<file path="config.mk">
export PLATFORM = sky130hd
export DESIGN_NAME = sub_32_pipe_flat
export DESIGN_NICKNAME = d
export VERILOG_FILES = /design/src/rtl/sub_32_pipe_if.sv /design/src/rtl/sub_32_pipe.sv /design/src/flat_wrapper.sv
export SDC_FILE = /design/constraint.sdc
export NUM_CORES = 1
export LEC_CHECK = 0
export ABC_AREA = 1
export CAP_MARGIN = 20
export CORE_ASPECT_RATIO = 1.1
export CORE_MARGIN = 2
export CORE_UTILIZATION = 51
export DETAILED_ROUTE_END_ITERATION = 8
export HOLD_SLACK_MARGIN = 0.08
export PLACE_DENSITY = 0.81
export SLEW_MARGIN = 20
export SYNTH_ARGS = -nofsm -noshare
export SYNTH_HDL_FRONTEND = slang
export SYNTH_SLANG_ARGS = --single-unit
</file>
<file path="constraint.sdc">
create_clock -name clk -period 4.55 [get_ports clk]
set_input_delay 0.455 -clock clk [delete_from_list [all_inputs] [get_ports clk]]
set_output_delay 0.455 -clock clk [all_outputs]
set_load 0.03 [all_outputs]
</file>
<file path="src/rtl/sub_32_pipe_if.sv">
`default_nettype none
// =====================================================================
// sub_32_pipe_if : operand-issue / result-writeback bundle for sub_32_pipe
// Revision 1.0
// =====================================================================
interface sub_32_pipe_if #(
  parameter int WIDTH = 32
);
  logic             in_valid;
  logic             in_ready;
  logic [WIDTH-1:0] A;
  logic [WIDTH-1:0] B;
  logic             bi;
  logic             out_valid;
  logic             out_ready;
  logic [WIDTH-1:0] D;
  logic             bo;
  logic             ovf;
  logic             zf;

  modport master (
    output in_valid, A, B, bi, out_ready,
    input  in_ready, out_valid, D, bo, ovf, zf
  );

  modport slave (
    input  in_valid, A, B, bi, out_ready,
    output in_ready, out_valid, D, bo, ovf, zf
  );
endinterface
`default_nettype wire

</file>
<file path="src/rtl/sub_32_pipe.sv">
`default_nettype none
// =====================================================================
// sub_32_pipe : two-stage pipelined subtractor D = A - B - bi
// Revision 1.0
// =====================================================================
module sub_32_pipe #(
  parameter int WIDTH = 32,
  parameter int GRP   = 4
) (
  input  wire logic     clk,
  input  wire logic     rst_n,
  sub_32_pipe_if.slave  bus
);

  localparam int H  = WIDTH / 2;
  localparam int NG = H / GRP;

  // Adds a + nb + cin over one half-word; group G/P picks each group's carry-in.
  function automatic logic [H:0] la_add(input logic [H-1:0] a,
                                        input logic [H-1:0] nb,
                                        input logic         cin);
    logic [H-1:0] g;
    logic [H-1:0] p;
    logic [H-1:0] s;
    logic [NG:0]  cg;
    logic         gg;
    logic         pg;
    logic         c;
    g     = a & nb;
    p     = a ^ nb;
    s     = '0;
    cg    = '0;
    cg[0] = cin;
    for (int k = 0; k < NG; k++) begin
      gg = 1'b0;
      pg = 1'b1;
      for (int j = 0; j < GRP; j++) begin
        gg = g[k*GRP+j] | (p[k*GRP+j] & gg);
        pg = pg & p[k*GRP+j];
      end
      cg[k+1] = gg | (pg & cg[k]);
    end
    for (int k = 0; k < NG; k++) begin
      c = cg[k];
      for (int j = 0; j < GRP; j++) begin
        s[k*GRP+j] = p[k*GRP+j] ^ c;
        c          = g[k*GRP+j] | (p[k*GRP+j] & c);
      end
    end
    return {cg[NG], s};
  endfunction

  logic         s1_valid_q, s1_valid_d;
  logic         s2_valid_q, s2_valid_d;
  logic         s1_adv, s2_adv, s1_load, s2_load;

  logic [H-1:0] lo_diff_q;
  logic         brw_q;
  logic         lo_zero_q;
  logic [H-1:0] a_hi_q;
  logic [H-1:0] b_hi_q;

  logic [WIDTH-1:0] d_q;
  logic             bo_q;
  logic             ovf_q;
  logic             zf_q;

  logic [H:0]   lo_sum;
  logic [H:0]   hi_sum;
  logic         ovf_d;

  always_comb begin
    s2_adv     = ~s2_valid_q | bus.out_ready;
    s1_adv     = ~s1_valid_q | s2_adv;
    s1_load    = bus.in_valid & s1_adv;
    s2_load    = s1_valid_q & s2_adv;
    s1_valid_d = s1_adv ? bus.in_valid : s1_valid_q;
    s2_valid_d = s2_adv ? s1_valid_q   : s2_valid_q;
  end

  // Subtraction as A + ~B + ~bi; a borrow is the inverse of the carry.
  always_comb begin
    lo_sum = la_add(bus.A[H-1:0], ~bus.B[H-1:0], ~bus.bi);
    hi_sum = la_add(a_hi_q, ~b_hi_q, ~brw_q);
    ovf_d  = (a_hi_q[H-1] != b_hi_q[H-1]) && (hi_sum[H-1] != a_hi_q[H-1]);
  end

  always_ff @(posedge clk or negedge rst_n) begin
    if (!rst_n) begin
      s1_valid_q <= 1'b0;
      lo_diff_q  <= '0;
      brw_q      <= 1'b0;
      lo_zero_q  <= 1'b0;
      a_hi_q     <= '0;
      b_hi_q     <= '0;
    end else begin
      s1_valid_q <= s1_valid_d;
      if (s1_load) begin
        lo_diff_q <= lo_sum[H-1:0];
        brw_q     <= ~lo_sum[H];
        lo_zero_q <= (lo_sum[H-1:0] == '0);
        a_hi_q    <= bus.A[WIDTH-1:H];
        b_hi_q    <= bus.B[WIDTH-1:H];
      end
    end
  end

  always_ff @(posedge clk or negedge rst_n) begin
    if (!rst_n) begin
      s2_valid_q <= 1'b0;
      d_q        <= '0;
      bo_q       <= 1'b0;
      ovf_q      <= 1'b0;
      zf_q       <= 1'b0;
    end else begin
      s2_valid_q <= s2_valid_d;
      if (s2_load) begin
        d_q   <= {hi_sum[H-1:0], lo_diff_q};
        bo_q  <= ~hi_sum[H];
        ovf_q <= ovf_d;
        zf_q  <= lo_zero_q & (hi_sum[H-1:0] == '0);
      end
    end
  end

  assign bus.in_ready  = s1_adv;
  assign bus.out_valid = s2_valid_q;
  assign bus.D         = d_q;
  assign bus.bo        = bo_q;
  assign bus.ovf       = ovf_q;
  assign bus.zf        = zf_q;

endmodule
`default_nettype wire

</file>
<file path="src/flat_wrapper.sv">
// flat-port wrapper written by rule: the top's interface ports become plain ports
module sub_32_pipe_flat 
#(
  parameter int WIDTH = 32,
  parameter int GRP   = 4
)
  (clk, rst_n, bus_in_valid, bus_A, bus_B, bus_bi, bus_out_ready, bus_in_ready, bus_out_valid, bus_D, bus_bo, bus_ovf, bus_zf);
  sub_32_pipe_if #(.WIDTH(WIDTH)) bus_i ();
  input  wire logic clk;
  input  wire logic rst_n;
  input wire logic [$bits(bus_i.in_valid)-1:0] bus_in_valid;
  input wire logic [$bits(bus_i.A)-1:0] bus_A;
  input wire logic [$bits(bus_i.B)-1:0] bus_B;
  input wire logic [$bits(bus_i.bi)-1:0] bus_bi;
  input wire logic [$bits(bus_i.out_ready)-1:0] bus_out_ready;
  output wire logic [$bits(bus_i.in_ready)-1:0] bus_in_ready;
  output wire logic [$bits(bus_i.out_valid)-1:0] bus_out_valid;
  output wire logic [$bits(bus_i.D)-1:0] bus_D;
  output wire logic [$bits(bus_i.bo)-1:0] bus_bo;
  output wire logic [$bits(bus_i.ovf)-1:0] bus_ovf;
  output wire logic [$bits(bus_i.zf)-1:0] bus_zf;
  assign bus_i.in_valid = bus_in_valid;
  assign bus_i.A = bus_A;
  assign bus_i.B = bus_B;
  assign bus_i.bi = bus_bi;
  assign bus_i.out_ready = bus_out_ready;
  assign bus_in_ready = bus_i.in_ready;
  assign bus_out_valid = bus_i.out_valid;
  assign bus_D = bus_i.D;
  assign bus_bo = bus_i.bo;
  assign bus_ovf = bus_i.ovf;
  assign bus_zf = bus_i.zf;
  sub_32_pipe #(.WIDTH(WIDTH), .GRP(GRP)) u_core (.clk(clk), .rst_n(rst_n), .bus(bus_i));
endmodule
</file>
==> results.cfg <==
[clock_tree]
cts_buffers = 9
clock_path_buffers = 2
htreeDepth = 3
cts_resized = 0
cts_root_buf = clkbuf_8
cts_hold_buf = 0
clock_latency_ns = 0.37
clock-sinks = 87
cts_tree = done
path_clk_slew_ns = 0.09
cts_setup_buffers = 0

[final_layout]
syn2layout_area_growth_pct = 27.4
finalNonFillerCells = 745
diodes = 0
layout.nets = 751
drive_gt1_share_pct = 3.49

[floorplan]
core_area_um2 = 8960
initial_core_util_pct = 52.9
die_x_um = 96.0
fp-row-count = 36
pin_count = 106
dieArea_um2 = 10100
die_y_um = 105

[sta]
maxSlewHeadroom_pct = 41.6
drv_slew = 0
finalCriticalPeriod_ns = 3.56
tightest_slew_ns = 0.872
skew_ns = 0.00991
tns_ns = 0
hold_viol = 0
final-setup-viol-count = 0
maxClockFrequency_ghz = 0.281
grt_setup_unrepaired = false
period_share_pct = 78.3

[detailed_routing]
dr.pass1.iters = 4
top_layer_used = met4
dr.first_iter.drc_count = 172
postRouteAntennaNets = 0
drt_wl_total_um = 10300
wl_per_cell_um = 13.8
drc_errors = 0
met2WireLength_um = 5060
routed_via_density = 5.01
wl_met1_um = 4270
wl_met3_um = 745
via_count = 3733

[synth]
synth_edf_count = 0
synth_xor_area_share_pct = 1.66
ys_seq_elements = 87
ys_types = 30
ys.flop_type = dfrtp_1
synthAdderAreaFrac_pct = 18.6
async_reset_ff_share_pct = 100
synth_top_family_by_area = adder cells
yosysSeqAreaShare_pct = 45.9
syn_area_um2 = 4740
synthMuxAreaShare_pct = 0
synthSimpleGateAreaFrac_pct = 18.2
syn_inst = 525
synth_nets = 650
synth-compound-area-share_pct = 7.59
synth.avg_cell_area_um2 = 9.04
ys_warn_count = 0

[job]
cap_violations = 0

[pwr]
swShare_pct = 38.3
p_clk_share_pct = 19.7
power_frac_comb_pct = 42.4
leakage_nw = 2.97
intPower_w = 0.00179
p_switching_w = 0.00111
seqPwrFrac_pct = 37.9
p_per_area_nw_per_um2 = 481
ir_worst_vdd_mv = 0.195

[worst_setup_path]
end_kind = flip-flop
cp_slowest_cell = fa_1
cp.required_ns = 4.85
crit_type = flip-flop to flip-flop
crit_chain = inv_1 > ha_1 > nand3_1 > nor2_1 > nor2_1 > nand2_1 > nand2_1 > nand2_1 > nand2_1 > nand2_2 > inv_1 > fa_1 > fa_1 > fa_1 > nand3_1 > nor4_1 > nand3_1 > nand2_1
arrival_ns = 3.87
cp_top_family = adder cells
slowest_delay_ns = 0.57
cp_max_fo = 3
path_common_cell = nand2_1
path_buf_inv = 2
crit_path_start_kind = flip-flop

[placement]
post-place-cells = 729
port_buffers = 105
globalplace.congestion = 0.797
hpwlAfterDp_um = 7610

[grt]
grt-ovfl-total = 0
grt_max_degree = 88
grt_first_pass_wirelength_um = 17400
grt_pass1_vias = 3750
antenna_found_initial = 0
track_usage_pct = 22.2

[run_status]
status = complete, no violations

[min_path]
hold_path_class = input port to asynchronous set/reset pin
-- power groups by stage --
stage               clock (W)  sequential, W  combinational, W
global placement            0        0.00111           0.00120
CTS                  0.000577        0.00110           0.00124
finish               0.000573        0.00110           0.00123
floorplan                   0        0.00136          0.000495
global route         0.000612        0.00113           0.00137
detailed placement          0        0.00112           0.00123
-- sequential cells by signal, indices dropped and copies added (netlist names) --
signal and flops:
u_core.brw_q 1, u_core.bus.D 32, u_core.b_hi_q 16, u_core.s1_valid_q 1, u_core.bus.out_valid 1, u_core.a_hi_q 16, u_core.lo_zero_q 1, u_core.bus.zf 1
u_core.lo_diff_q 16, u_core.bus.bo 1, u_core.bus.ovf 1
-- cells by family (layout without fill, tap and decap cells) --
logic type / count (synthesis) / after routing
compound gates: 69 / 69
xor+xnor: 9 / 9
flops: 87 / 87
buf+inv: 89 / 195
simple gates: 215 / 215
fa+ha+maj: 56 / 56
-- layout make-up --
cell class | count | area, um2
fill | 725 | 2920
multi-input combinational | 349 | 2180
sequential | 87 | 2180
timing repair buffer | 105 | 1050
inverter | 74 | 280
clock buffer | 14 | 173
tap | 114 | 143
clock inverter | 2 | 37.5
-- layer usage --
metal | vias up | global-route usage, %
met3 | 18 | 5.62
met2 | 111 | 36.0
li1 | 1835 | -
met1 | 1769 | 28.5
met4 | 0 | 8.37
met5 | - | 0
-- worst paths after layout --
path / cells after the start / slack [ns] / endpoint / from
setup / recovery: 18 / 0.99 / u_core.bus.zf / u_core.b_hi_q[2]
min in group clk: 2 / 0.47 / u_core.bus.D[5] / u_core.lo_diff_q[5]
hold reg to reg: 2 / 0.47 / u_core.bus.D[5] / u_core.lo_diff_q[5]
setup reg to reg: 18 / 0.99 / u_core.bus.zf / u_core.b_hi_q[2]
max in group asynchronous: 1 / 3.89 / u_core.a_hi_q[11] / rst_n
hold / removal: 1 / 0.12 / u_core.a_hi_q[4] / rst_n
-- cell usage after synthesis, types with 4 or more instances --
| cell | instances | area share [%] |
|---|---|---|
| fa_1 | 24 | 10 |
| ha_1 | 32 | 8.4 |
| nand2_1 | 175 | 14 |
| nor2_1 | 16 | 1.3 |
| xnor2_1 | 8 | 1.5 |
| nand4_1 | 5 | 0.66 |
| nand3_1 | 9 | 0.95 |
| inv_1 | 72 | 5.7 |
| dfrtp_1 | 87 | 46 |
| o21ai_1 | 29 | 3.1 |
| o21ai_0 | 25 | 2.6 |
| buf_2 | 8 | 0.84 |
| buf_6 | 4 | 0.95 |
| a21oi_1 | 9 | 0.95 |
-- worst reg2reg max path, stage by stage, from the launching register on --
cell and delay [ns]:
dfrtp_1 0.38, inv_1 0.07, ha_1 0.32, nand3_1 0.08, nor2_1 0.09, nor2_1 0.05, nand2_1 0.08, nand2_1 0.05
nand2_1 0.10, nand2_1 0.08, nand2_2 0.07, inv_1 0.06, fa_1 0.45, fa_1 0.47, fa_1 0.57, nand3_1 0.10
nor4_1 0.31, nand3_1 0.11, nand2_1 0.07
-- layout by cell type (no fill, tap or decap), drive strengths merged --
master / instances
nand3: 10
xor2: 1
clkbuf: 14
a21oi: 9
a21boi: 1
clkinvlp: 1
nor4: 2
o21bai: 1
o21ai: 54
nand2: 179
fa: 24
inv: 74
xnor2: 8
nand3b: 1
o31ai: 1
buf: 1
a211oi: 2
bufinv: 1
dfrtp: 87
nor2: 16
o21a: 1
ha: 32
nor3: 2
clkdlybuf4s50: 104
nand4: 5
-- per-stage QoR --
| stage | instance area, um2 | hold slack [ns] | setup slack (ns) | power, W | utilization (%) |
|---|---|---|---|---|---|
| 2_1_floorplan | 4740 | 0.159 | 1.37 | 0.00185 | - |
| 3_3_place_gp | 5830 | 0.451 | 0.904 | 0.00231 | 65.1 |
| 3_5_place_dp | 5830 | 0.454 | 0.790 | 0.00235 | 65.1 |
| 4_1_cts | 6040 | 0.320 | 0.972 | 0.00292 | 67.4 |
| 5_1_grt | 6050 | 0.204 | 0.708 | 0.00311 | 67.4 |
| 6_report | 6050 | 0.120 | 0.988 | 0.00291 | 67.4 |
Power figures use the tool's default switching activity.
